**config.mk**
```make
export PLATFORM = sky130hd
export DESIGN_NAME = pdc_update_ctrl
export DESIGN_NICKNAME = d
export VERILOG_FILES = /design/src/rtl/pdc_update_ctrl_pkg.sv /design/src/rtl/pdc_update_ctrl_fifo.sv /design/src/rtl/pdc_update_ctrl.sv
export SDC_FILE = /design/constraint.sdc
export NUM_CORES = 1
export LEC_CHECK = 0
export CORE_ASPECT_RATIO = 0.6
export CORE_UTILIZATION = 57
export DETAILED_ROUTE_END_ITERATION = 12
export PLACE_DENSITY = 0.85
export SLEW_MARGIN = 20
export SYNTH_ARGS = -nofsm -noshare
export SYNTH_HDL_FRONTEND = slang
export SYNTH_HIERARCHICAL = 1
export SYNTH_SLANG_ARGS = --single-unit
```
**constraint.sdc**
```tcl
create_clock -name clk -period 4.45 [get_ports clk]
set_input_delay 0.89 -clock clk [delete_from_list [all_inputs] [get_ports clk]]
set_output_delay 0.89 -clock clk [all_outputs]
set_load 0.005 [all_outputs]
```
**src/rtl/pdc_update_ctrl_pkg.sv**
```systemverilog
// ---------------------------------------------------------------------------
// pdc_update_ctrl_pkg
//
// Shared definitions for the branch-history counter table (PDC) update
// controller: 2-bit counter encodings, the value every entry is initialised
// to, the controller state type, the default table index width and the
// saturating counter step used when a branch outcome is applied.
// ---------------------------------------------------------------------------
package pdc_update_ctrl_pkg;

    // Default table index width (table has 2^PDC_IDX_W entries).
    localparam int PDC_IDX_W = 8;

    // 2-bit counter encodings.
    localparam logic [1:0] CNT_SNT  = 2'b00;
    localparam logic [1:0] CNT_WNT  = 2'b01;
    localparam logic [1:0] CNT_WT   = 2'b10;
    localparam logic [1:0] CNT_ST   = 2'b11;

    // Every entry is swept to weakly-not-taken after reset or a clear.
    localparam logic [1:0] CNT_INIT = CNT_WNT;

    // Controller states: sweeping the table, or applying commit outcomes.
    typedef enum logic {
        ST_INIT = 1'b0,
        ST_RUN  = 1'b1
    } pdc_state_t;

    // One saturating step of a 2-bit counter toward taken or not-taken.
    function automatic logic [1:0] satUpdate(input logic [1:0] cur, input logic taken);
        logic [1:0] res;
        res = cur;
        case (cur)
            CNT_SNT: res = taken ? CNT_WNT : CNT_SNT;
            CNT_WNT: res = taken ? CNT_WT  : CNT_SNT;
            CNT_WT:  res = taken ? CNT_ST  : CNT_WNT;
            default: res = taken ? CNT_ST  : CNT_WT;
        endcase
        return res;
    endfunction

endpackage

```
**src/rtl/pdc_update_ctrl_fifo.sv**
```systemverilog
// ---------------------------------------------------------------------------
// pdc_upd_fifo
//
// Small synchronous FIFO that buffers committed branch outcomes until the
// update controller can apply them to the counter table.
//
// Ports:
//   clk, rst     clock, asynchronous active-high reset
//   i_flush      drop all contents (wins over a same-cycle push/pop)
//   i_push       write i_wdata (ignored when full)
//   i_wdata      entry to store
//   i_pop        discard the head entry (ignored when empty)
//   o_rdata      current head entry (combinational)
//   o_empty      no entries stored
//   o_full       DEPTH entries stored
// ---------------------------------------------------------------------------
module pdc_upd_fifo #(
    parameter int WIDTH = 9,
    parameter int DEPTH = 4
) (
    input  logic             clk,
    input  logic             rst,
    input  logic             i_flush,
    input  logic             i_push,
    input  logic [WIDTH-1:0] i_wdata,
    input  logic             i_pop,
    output logic [WIDTH-1:0] o_rdata,
    output logic             o_empty,
    output logic             o_full
);

    localparam int PTR_W = $clog2(DEPTH);
    localparam logic [PTR_W:0] FULL_CNT = (PTR_W+1)'(DEPTH);

    logic [WIDTH-1:0] r_mem [DEPTH];
    logic [PTR_W-1:0] r_wrPtr;
    logic [PTR_W-1:0] r_rdPtr;
    logic [PTR_W:0]   r_count;
    logic             w_doPush;
    logic             w_doPop;

    assign o_empty  = (r_count == '0);
    assign o_full   = (r_count == FULL_CNT);
    assign o_rdata  = r_mem[r_rdPtr];

    // A flush cancels any push or pop requested in the same cycle.
    assign w_doPush = i_push & ~o_full  & ~i_flush;
    assign w_doPop  = i_pop  & ~o_empty & ~i_flush;

    // Storage is reset so the head (and thus the table read index) is
    // a known zero straight out of reset.
    always_ff @(posedge clk or posedge rst) begin
        if (rst) begin
            for (int i = 0; i < DEPTH; i++) begin
                r_mem[i] <= '0;
            end
        end else if (w_doPush) begin
            r_mem[r_wrPtr] <= i_wdata;
        end
    end

    // Pointers wrap naturally because DEPTH is a power of two.
    always_ff @(posedge clk or posedge rst) begin
        if (rst) begin
            r_wrPtr <= '0;
            r_rdPtr <= '0;
            r_count <= '0;
        end else if (i_flush) begin
            r_wrPtr <= '0;
            r_rdPtr <= '0;
            r_count <= '0;
        end else begin
            if (w_doPush) begin
                r_wrPtr <= r_wrPtr + 1'b1;
            end
            if (w_doPop) begin
                r_rdPtr <= r_rdPtr + 1'b1;
            end
            r_count <= r_count + (PTR_W+1)'(w_doPush) - (PTR_W+1)'(w_doPop);
        end
    end

endmodule

```
**src/rtl/pdc_update_ctrl.sv**
```systemverilog
// ---------------------------------------------------------------------------
// pdc_update_ctrl
//
// Owns the single write port of the 2-bit branch-history counter table.
// After reset or a clear request it sweeps every entry to weakly-not-taken,
// then applies queued branch-commit outcomes from the ROB, one saturating
// counter update per cycle, through a registered write stage.
//
// Ports:
//   clk, rst             clock, asynchronous active-high reset
//   i_rdy                global enable; low freezes all state
//   i_clear_req          pulse: re-initialise the whole table
//   i_ROB_input_valid    commit outcome valid
//   i_ROB_hit            branch taken (1) / not taken (0)
//   i_ROB_pc             committed branch PC
//   o_ROB_ready          outcome queue can accept this cycle
//   o_PDC_rd_idx         table read index (head of queue)
//   i_PDC_rd_cnt         table read data for o_PDC_rd_idx
//   o_PDC_wr_en          table write enable
//   o_PDC_wr_idx         table write index
//   o_PDC_wr_cnt         table write data
//   o_IF_pred_ready      table contents valid for prediction
// ---------------------------------------------------------------------------
module pdc_update_ctrl
    import pdc_update_ctrl_pkg::*;
#(
    parameter int QDEPTH = 4,
    parameter int IDX_W  = PDC_IDX_W
) (
    input  logic             clk,
    input  logic             rst,
    input  logic             i_rdy,
    input  logic             i_clear_req,
    input  logic             i_ROB_input_valid,
    input  logic             i_ROB_hit,
    input  logic [31:0]      i_ROB_pc,
    output logic             o_ROB_ready,
    output logic [IDX_W-1:0] o_PDC_rd_idx,
    input  logic [1:0]       i_PDC_rd_cnt,
    output logic             o_PDC_wr_en,
    output logic [IDX_W-1:0] o_PDC_wr_idx,
    output logic [1:0]       o_PDC_wr_cnt,
    output logic             o_IF_pred_ready
);

    pdc_state_t       r_state;
    pdc_state_t       w_nextState;

    logic [IDX_W-1:0] r_sweepIdx;

    // Write stage: what the table will be written with at the next rdy edge.
    logic             r_stgValid;
    logic             r_stgInit;
    logic [IDX_W-1:0] r_stgIdx;
    logic [1:0]       r_stgCnt;

    logic             w_fifoEmpty;
    logic             w_fifoFull;
    logic             w_push;
    logic             w_pop;
    logic             w_flush;
    logic [IDX_W:0]   w_fifoWdata;
    logic [IDX_W:0]   w_head;
    logic [IDX_W-1:0] w_headIdx;
    logic             w_headHit;
    logic [1:0]       w_curCnt;
    logic [1:0]       w_nextCnt;
    logic             w_sweepLast;
    logic             w_unusedPcBits;

    // Only the word-aligned index bits of the PC select a table entry.
    assign w_fifoWdata    = {i_ROB_pc[IDX_W+1:2], i_ROB_hit};
    assign w_unusedPcBits = ^{i_ROB_pc[31:IDX_W+2], i_ROB_pc[1:0]};

    // A clear drops any outcome offered in the same cycle.
    assign w_flush = i_rdy & i_clear_req;
    assign w_push  = i_rdy & ~i_clear_req & i_ROB_input_valid & ~w_fifoFull;
    assign w_pop   = i_rdy & ~i_clear_req & (r_state == ST_RUN) & ~w_fifoEmpty;

    pdc_upd_fifo #(
        .WIDTH (IDX_W + 1),
        .DEPTH (QDEPTH)
    ) u_fifo (
        .clk     (clk),
        .rst     (rst),
        .i_flush (w_flush),
        .i_push  (w_push),
        .i_wdata (w_fifoWdata),
        .i_pop   (w_pop),
        .o_rdata (w_head),
        .o_empty (w_fifoEmpty),
        .o_full  (w_fifoFull)
    );

    assign w_headIdx = w_head[IDX_W:1];
    assign w_headHit = w_head[0];

    // The table only reflects the staged write after the next edge, so a
    // back-to-back update to the same entry must take the staged value.
    assign w_curCnt    = (r_stgValid && (r_stgIdx == w_headIdx)) ? r_stgCnt : i_PDC_rd_cnt;
    assign w_nextCnt   = satUpdate(w_curCnt, w_headHit);
    assign w_sweepLast = &r_sweepIdx;

    // State register.
    always_ff @(posedge clk or posedge rst) begin
        if (rst) begin
            r_state <= ST_INIT;
        end else begin
            r_state <= w_nextState;
        end
    end

    // Next state: a clear always restarts the sweep; the sweep ends once
    // the last index has been loaded into the write stage.
    always_comb begin
        w_nextState = r_state;
        if (i_rdy) begin
            if (i_clear_req) begin
                w_nextState = ST_INIT;
            end else if ((r_state == ST_INIT) && w_sweepLast) begin
                w_nextState = ST_RUN;
            end
        end
    end

    // Sweep counter and write stage.
    always_ff @(posedge clk or posedge rst) begin
        if (rst) begin
            r_sweepIdx <= '0;
            r_stgValid <= 1'b0;
            r_stgInit  <= 1'b0;
            r_stgIdx   <= '0;
            r_stgCnt   <= CNT_INIT;
        end else if (i_rdy) begin
            if (i_clear_req) begin
                r_stgValid <= 1'b0;
                r_sweepIdx <= '0;
            end else if (r_state == ST_INIT) begin
                r_stgValid <= 1'b1;
                r_stgInit  <= 1'b1;
                r_stgIdx   <= r_sweepIdx;
                r_stgCnt   <= CNT_INIT;
                r_sweepIdx <= r_sweepIdx + 1'b1;
            end else if (w_pop) begin
                r_stgValid <= 1'b1;
                r_stgInit  <= 1'b0;
                r_stgIdx   <= w_headIdx;
                r_stgCnt   <= w_nextCnt;
            end else begin
                r_stgValid <= 1'b0;
            end
        end
    end

    assign o_ROB_ready     = i_rdy & ~w_fifoFull;
    assign o_PDC_rd_idx    = w_headIdx;
    assign o_PDC_wr_en     = r_stgValid & i_rdy;
    assign o_PDC_wr_idx    = r_stgIdx;
    assign o_PDC_wr_cnt    = r_stgCnt;
    assign o_IF_pred_ready = (r_state == ST_RUN) & ~(r_stgValid & r_stgInit);

endmodule

```
* Word-level counts from Yosys, hierarchy flattened *
Cells that the tools add are included.

cells by class
  reductions and logical operators = 12
  add/subtract/negate cells = 5
  bitwise logic cells = 22
  eq/ne operators = 6
  muxes and demuxes = 30
  order comparisons = 3

operator list
  operator                                                                      number
  36-bit bitwise mux                                                            1
  8-bit two-way mux                                                             4
  9-bit two-way mux                                                             3
  9-bit binary-select mux with 2-bit select                                     1
  9-bit demux with 2-bit select                                                 1
  2-bit two-way mux                                                             9
  1-bit AND                                                                     14
  1-bit two-way mux                                                             9
  8-bit by 1-bit adder with 8-bit output, second input constant                 1
  8-bit equality test                                                           1
  8-bit AND reduction                                                           1
  3-bit greater-or-equal comparator, second input constant                      2
  1-bit NOT                                                                     6
  2-bit NOT with 3-bit output                                                   2
  2-bit case mux with 3 select lines                                            1
  2-bit nonzero test                                                            3
  2-bit by 1-bit adder with 2-bit output, second input constant                 2
  2-bit AND reduction                                                           2
  3-bit by 1-bit adder with 3-bit output                                        1
  3-bit equality test, second input constant                                    1
  1-bit logical AND                                                             3
  3-bit zero test                                                               1
  3-bit by 1-bit less-than comparator with 1-bit output, second input constant  1
  3-bit two-way mux                                                             1
  other kinds (7)                                                               7

word-level totals
  bits of input ports = 40
  output and inout bits = 21
  flip-flop bits (word level) = 64

* Depth between registers and ports, before layout *
Gate-level depths: netlist of run 1.

  depth after elaboration = 11
  depth in mapped cells = 14
  gate-level depth less buffers = 13

* By module *
Netlist of run 1, hierarchy kept.

by module, submodules not included
  module           cells each  area an instance (µm²)  instances
  pdc_upd_fifo     137         2195.9                  1
  pdc_update_ctrl  140         1242.4                  1

* Least setup slack after synthesis of run 1 *
Ideal clock, no wire load.

  path type = input to register
  from = input port i_rdy
  to = register u_fifo.r_count[2]
  setup time = 86 ps
  cell stages on the path = 13
  required time = 4364 ps
  data arrival time = 3158 ps
  slack = 1206 ps
  path through = clkbuf_8 > inv_1 > nor4b_1 > nor2b_1 > nand2_1 > ha_1 > inv_1 > ha_1 > inv_1 > fa_1 > xor2_1 > and2_1 > nor3_1

between the ends
  word-level cells in the longest chain between the ends = 8

RTL lines
  element                                      line                        source
  from (decl)                                  pdc_update_ctrl.sv:32       input logic i_rdy,
  1-bit AND (3 in a row)                       pdc_update_ctrl.sv:77       assign w_push = i_rdy & ~i_clear_req & i_ROB_input_valid & ~w_fifoFull;
  via w_push                                   pdc_update_ctrl.sv:59       logic w_push;
  1-bit AND (2 in a row)                       pdc_update_ctrl_fifo.sv:47  assign w_doPush = i_push & ~o_full & ~i_flush;
  3-bit by 1-bit adder with 3-bit output       pdc_update_ctrl_fifo.sv:79  r_count <= r_count + (PTR_W+1)'(w_doPush) - (PTR_W+1)'(w_doPop);
  3-bit by 1-bit subtractor with 3-bit output  pdc_update_ctrl_fifo.sv:79
  3-bit two-way mux                            pdc_update_ctrl_fifo.sv:68  end else if (i_flush) begin
  to (signal assigned)                         pdc_update_ctrl_fifo.sv:79
  to (decl)                                    pdc_update_ctrl_fifo.sv:38  logic [PTR_W:0] r_count;

The timed path passes the listed nets, and every way through them passes these cells.
A chain may end at the register's enable or synchronous reset.

* Worst setup path in the final report of run 1 *
Ends and elaborated chain as after synthesis.

==> results.cfg, run 1 <==
[synth]
synthesis.nets = 325
synth_most_common_cell = dfrtp_1
yosysTopAreaCell = dfrtp_1
synth-seq-area-share_pct = 46.62
synth_area_leaders = dfrtp_1 (46%), mux2_4 (16%), mux4_2 (5.9%)
synth_cells = 277
synth_top_area_share_pct = 45.85
yosys-top-cells-count = dfrtp_1 (63), mux2_4 (36), nor2_1 (27)
synth_area_per_cell_um2 = 12.41
synth_edf_count = 0
synthArstFlopShare_pct = 100.0
synth-seq-cells = 64
synth_cell_types = 47
yosysWarnings = 6
netlist_area_um2 = 3438
synthFlopType = dfrtp_1

[drt]
drc = 0
vias_per_cell = 5.908
wl_um = 7741
ant_nets = 0
wire_per_inst_um = 19.26
first_iter_violations = 162
firstDrtPassIters = 5
dr_total_vias = 2375

[global_routing]
track_usage_pct = 27.96
grt_pass1_wl_um = 12790
grt_max_degree = 24
grt_antenna_before_repair = 0
grt_pass1_vias = 2408
grt_overflow = 0

[clocking]
cts_hold_buffers = 0
cts_setup_buffers = 0
clock_sinks = 64
post_cts_resized = 0
clockBufferDepth = 2
clk_pin_slew_ns = 0.06
cts_root_buf = clkbuf_8
cts_tree = yes
clkLatencyLatePin_ns = 0.35
htree_levels = 3
cts_made_buffers = 9

[floorplan]
die_h_um = 62.16
fp.dieW_um = 102.3
rows = 21
fp.dieArea_um2 = 6357
core_area_um2 = 5702
io_pins = 61
start_util_pct = 60.30

[timing]
setup_viol = 0
final.min_clock_period_ns = 3.297
whs_ns = 0.4909
worst_pin_slew_ns = 0.8328
fmaxAchievable_ghz = 0.3033
hold_viol = 0
timing.final.crit_share_pct = 74.08
drv_slew = 0
slew_headroom_pct = 44.42
fin_skew_ns = 0.007684
worst_slack_ns = 1.153
tns_ns = 0
rsz0062_at_grt = no

[placed_design]
place_ws_ns = 0.8383
port_buffers = 36
placed_cell_area_um2 = 3839
gp_congestion = 0.8910
dp_hpwl_um = 5280

[power_and_ir_drop]
power.leakage_nw = 1.800
p_per_area_nw_per_um2 = 505.8
peakVddDrop_mv = 0.2537

[setup_path]
worstSetupPathType = input port to flip-flop
reg2reg_slack_ns = 1.41
r2r_end = u_fifo/r_count[2]$_DFF_PP0_
crit_required_ns = 4.71
setup.worst_path.end_class = flip-flop
reg2reg_depth = 13
reg2reg_from = r_state$_DFFE_PP0P_
arrival_ns = 3.56
start_kind = input port
crit_fanout = 4
critPathLaunch = i_rdy

[finish]
fin_nets = 365
drive_gt1_share_pct = 23.91
post-route-util_pct = 71.08
fin_area_um2 = 4053
diodes = 0
syn_to_final_growth_pct = 17.87

[min_path]
whs_endpoint = r_stgInit$_DFFE_PP0P_
holdPathStages = 2
min_from = r_stgInit$_DFFE_PP0P_
hold_class = flip-flop to flip-flop

[job]
max-cap-violations = 0

[status]
status = completed
[worst max path at each step]
stage | endpoint | slack [ns] | cells past startpoint
2_1_floorplan | u_fifo/r_count[2]$_DFF_PP0_ | 1.21 | 13
6_report | u_fifo/r_count[2]$_DFF_PP0_ | 1.15 | 13
5_1_grt | u_fifo/r_count[2]$_DFF_PP0_ | 0.92 | 13
3_5_place_dp | u_fifo/r_count[2]$_DFF_PP0_ | 0.84 | 13
4_1_cts | u_fifo/r_count[2]$_DFF_PP0_ | 1.19 | 13
3_3_place_gp | u_fifo/r_count[2]$_DFF_PP0_ | 0.90 | 13
[layout make-up]
cell class              instances  area, um^2
multi-input cells             187        1678
fillers                       382        1649
flip-flops and latches         64        1603
repair buffers                 43       412.9
clock buffers                  13       148.9
well taps                      80       100.1
clock inverters                 3       65.06
inverters                      12       45.04
[through the flow]
stage / cells / power, mW
after CTS: 402 / 2.054
after global routing: 402 / 2.155
after global placement: 386 / 1.466
after floorplan: 277 / 1.270
final: 402 / 2.050
after detailed placement: 386 / 1.495
[logic make-up (layout without fill, tap and decap cells)]
group           Yosys count  in the layout  share of synthesized area (%)
fa+ha+maj                 8              8                          3.129
mux                      45             45                          21.62
flops                    64             64                          46.62
simple gates             75             75                          12.12
buf+inv                  26             71                          4.585
xor+xnor                 14             14                          3.566
compound gates           45             45                          8.370
[report_power, final]
part	total, mW	switching (mW)	leakage, nW	internal [mW]
registers	0.825	0.101	0.832	0.723
logic	0.680	0.280	0.861	0.400
clock network	0.545	0.214	0.108	0.331
total	2.05	0.596	1.80	1.45
[state kept, by name, indices dropped and copies added, names as in the netlist, 2 cells and up]
signal,cells
u_fifo/r_rdPtr,2
o_PDC_wr_idx,8
u_fifo/r_mem,36
r_sweepIdx,8
o_PDC_wr_cnt,2
u_fifo/r_wrPtr,2
u_fifo/r_count,3
[metal layers]
layer	share of wire, %	wire length, um	up-vias	track usage [%]
li1	-	-	1068	-
met1	46	3580	1182	39.73
met4	3.0	231	0	13.04
met3	6.5	502	23	8.671
met2	44	3426	102	39.01
met5	0	0	-	0
[cell usage in the layout (no fill, tap or decap), types with 2 or more instances in the layout]
cell             count
and2_1               5
nand2_1             10
nor3_1               3
dfrtp_1             63
o31ai_1              3
a21oi_1             13
clkbuf_1             3
nor2b_1              2
nor2_1              27
xnor2_1              9
clkdlybuf4s50_1     36
nand4_1              4
inv_1               12
o21ai_0              7
ha_1                 7
and3_4               4
mux2_4              36
a21oi_2              2
nand3_1              5
o22a_1               5
buf_4                7
xor2_1               5
o22ai_1              7
and3_1               2
or3_1                2
nand2b_1             2
clkbuf_8            10
bufinv_16            2
a31oi_1              2
mux4_2               9
[worst max-delay path, stage by stage]
cell and delay [ns]:
clkdlybuf4s50_1 0.48, inv_1 0.11, nor4b_1 0.40, nor2b_1 0.25
nand2_1 0.08, ha_1 0.29, inv_1 0.05, ha_1 0.12
inv_1 0.05, fa_1 0.37, xor2_1 0.16, and2_1 0.16
nor3_1 0.13
Power figures use the tool's default switching activity.
==> run 2, diff against run 1 <==
--- a/config.mk
+++ b/config.mk
@@ -6,9 +6,9 @@
 export NUM_CORES = 1
 export LEC_CHECK = 0
 export CORE_ASPECT_RATIO = 0.6
-export CORE_UTILIZATION = 57
+export CORE_UTILIZATION = 48
 export DETAILED_ROUTE_END_ITERATION = 12
-export PLACE_DENSITY = 0.85
+export PLACE_DENSITY = 0.77
 export SLEW_MARGIN = 20
 export SYNTH_ARGS = -nofsm -noshare
 export SYNTH_HDL_FRONTEND = slang
==> constraint.sdc (replaced) <==
create_clock -name clk -period 2.7 [get_ports clk]
set_input_delay 0.54 -clock clk [delete_from_list [all_inputs] [get_ports clk]]
set_output_delay 0.54 -clock clk [all_outputs]
set_load 0.005 [all_outputs]
==> run 2 against run 1 <==
Against the previous run: the run now ends with design-rule violations left; worst setup slack got worse by 1.1 ns; sequential share of layout area decreased by 2.8 points; core utilization decreased by 6.8 points; sequential power increased by 65%; critical endpoint unchanged.
==> results.cfg, run 2 (same netlist as run 1, synthesis figures left out) <==
[min_path]
hold_class = flip-flop to flip-flop
min_from = u_fifo/r_mem[15]$_DFFE_PP0P_

[global_routing]
grt_overflow = 0
track_usage_pct = 22.63
grt_antenna_before_repair = 0
grt_max_degree = 44
grt_pass1_vias = 2406
grt_pass1_wl_um = 12590

[clocking]
clockBufferDepth = 2
cts_hold_buffers = 0
clk_pin_slew_ns = 0.05
htree_levels = 3
cts_made_buffers = 9
clkLatencyLatePin_ns = 0.33
cts_tree = yes
cts_root_buf = clkbuf_16
clock_sinks = 64

[timing]
setup_viol = 0
rsz0062_at_grt = yes
final.min_clock_period_ns = 2.656
drv_slew = 0
timing.final.crit_share_pct = 98.37
worst_pin_slew_ns = 0.8594
slew_headroom_pct = 42.64
hold_viol = 0
tns_ns = 0
fmaxAchievable_ghz = 0.3765
fin_skew_ns = 0.007305

[setup_path]
worstSetupPathDepth = 13
cp_num_buf_inv = 3
reg2reg_slack_ns = 0.04
cpPeakStageDelay_ns = 0.39
critPathLaunch = u_fifo/r_count[2]$_DFF_PP0_
reg2reg_depth = 13
r2r_end = u_fifo/r_count[2]$_DFF_PP0_
cp-endpoint = u_fifo/r_count[2]$_DFF_PP0_
cp_top_family = simple AND/OR/NAND/NOR gates
setup.worst_path.end_class = flip-flop
crit_path_top_delay_cell = fa_2
crit_required_ns = 2.94
worstSetupPathType = flip-flop to flip-flop
reg2reg_from = u_fifo/r_count[2]$_DFF_PP0_
cp_cell_sequence = or3b_4, inv_4, nor4b_4, nor2b_4, nand2_2, ha_4, inv_2, ha_4, inv_2, fa_2, xor2_2, and2_4, nor3_2
start_kind = flip-flop
arrival_ns = 2.90
crit_fanout = 2

[finish]
drive_gt1_share_pct = 33.53
largest_reg_flops = 36
final_cell_mix = dfrtp_1 (63), mux2_4 (36), clkdlybuf4s50_1 (34)
syn_to_final_growth_pct = 26.97
post-route-util_pct = 64.28
final_common_cell = dfrtp_1
diodes = 0
top_register = u_fifo/r_mem
fin_nets = 380

[drt]
drc = 8
firstDrtPassIters = 9
ant_nets = 0
wire_per_inst_um = 18.85
vias_per_cell = 5.663
dr_total_vias = 2401
wl_um = 7992
first_iter_violations = 201

[floorplan]
fp.dieArea_um2 = 7517
start_util_pct = 50.63
core_area_um2 = 6792
io_pins = 61
die_h_um = 67.56
rows = 23
fp.dieW_um = 111.3

[job]
max-cap-violations = 0

[power_and_ir_drop]
seqPwrFrac_pct = 35.5
power.leakage_nw = 1.934
p_total_mw = 3.827
net-switching-power_mw = 1.095
peakVddDrop_mv = 0.3107
clockPowerShare_pct = 32.7
power_frac_comb_pct = 31.8
p_per_area_nw_per_um2 = 876.8
intPower_mw = 2.732
sw_frac_of_total_pct = 28.61

[placed_design]
port_buffers = 36
gp_congestion = 0.8821
dp_hpwl_um = 5361

[status]
status = finished, violations left
violations = design-rule violations
run 2: changes by cell type in the layout (fill, tap and decap cells not counted), sizes merged:
cell,delta
buf,+15
clkbuf,-2
clkdlybuf4s50,-2
clkinv,+2
clkinvlp,+1
dlygate4sd2,+1
run 2: area by class of cell:
| type | count | area [um^2] |
|---|---|---|
| tap | 87 | 108.9 |
| multi-input combinational | 187 | 1765 |
| clock inverter | 6 | 82.58 |
| timing repair buffer | 58 | 519.2 |
| sequential | 64 | 1603 |
| fill | 508 | 2426 |
| inverter | 12 | 47.55 |
| clock buffer | 10 | 239.0 |
run 2: through the flow:
| step | instances | setup slack, ns | hold slack, ns | instance area, um^2 |
|---|---|---|---|---|
| floorplan | 277 | 0.03402 | 0.4473 | 3461 |
| global placement | 406 | -0.5460 | 0.4655 | 3968 |
| detailed placement | 406 | -0.5851 | 0.4857 | 3968 |
| CTS | 422 | 0.007188 | 0.5069 | 4288 |
| global route | 424 | -0.05638 | 0.5201 | 4365 |
| finish | 424 | 0.04407 | 0.5075 | 4365 |
run 2: worst min path at each step:
stage / depth (start not counted) / slack (ns) / endpoint
finish: 1 / 0.51 / u_fifo/r_mem[15]$_DFFE_PP0P_
global route: 1 / 0.52 / u_fifo/r_mem[12]$_DFFE_PP0P_
CTS: 1 / 0.51 / u_fifo/r_mem[15]$_DFFE_PP0P_
detailed placement: 2 / 0.49 / r_stgInit$_DFFE_PP0P_
global placement: 2 / 0.47 / r_stgInit$_DFFE_PP0P_
floorplan: 2 / 0.45 / r_stgInit$_DFFE_PP0P_
run 2: timing repair:
| action | in CTS | in global routing |
|---|---|---|
| pin swaps | 0 | 8 |
| gates resized for setup | 3 | 18 |
| buffers inserted | 0 | 2 |
| setup endpoints to repair | 1 | 1 |
run 2: worst register-to-register path: cells and delay by family (launching register included):
| family | cells | cell delay, ns |
|---|---|---|
| xor gates and xnor gates | 1 | 0.19 |
| adders and majority gates | 3 | 0.72 |
| buffers and inverters | 3 | 0.14 |
| DFF | 1 | 0.38 |
| and+or+nand+nor | 6 | 1.14 |
run 2: layer usage:
metal	track usage, %	share of wire (%)	up-vias
li1	-	-	1097
met1	31.76	48	1211
met2	34.06	45	82
met3	6.732	6.2	11
met4	6.757	0.88	0
met5	0	0	-
run 2: power groups by stage:
stage / registers (mW) / clock network (mW) / logic, mW
global placement: 1.34 / 0 / 1.12
CTS: 1.35 / 1.26 / 1.16
floorplan: 1.31 / 0 / 0.786
finish: 1.36 / 1.25 / 1.22
global route: 1.38 / 1.30 / 1.31
detailed placement: 1.36 / 0 / 1.15
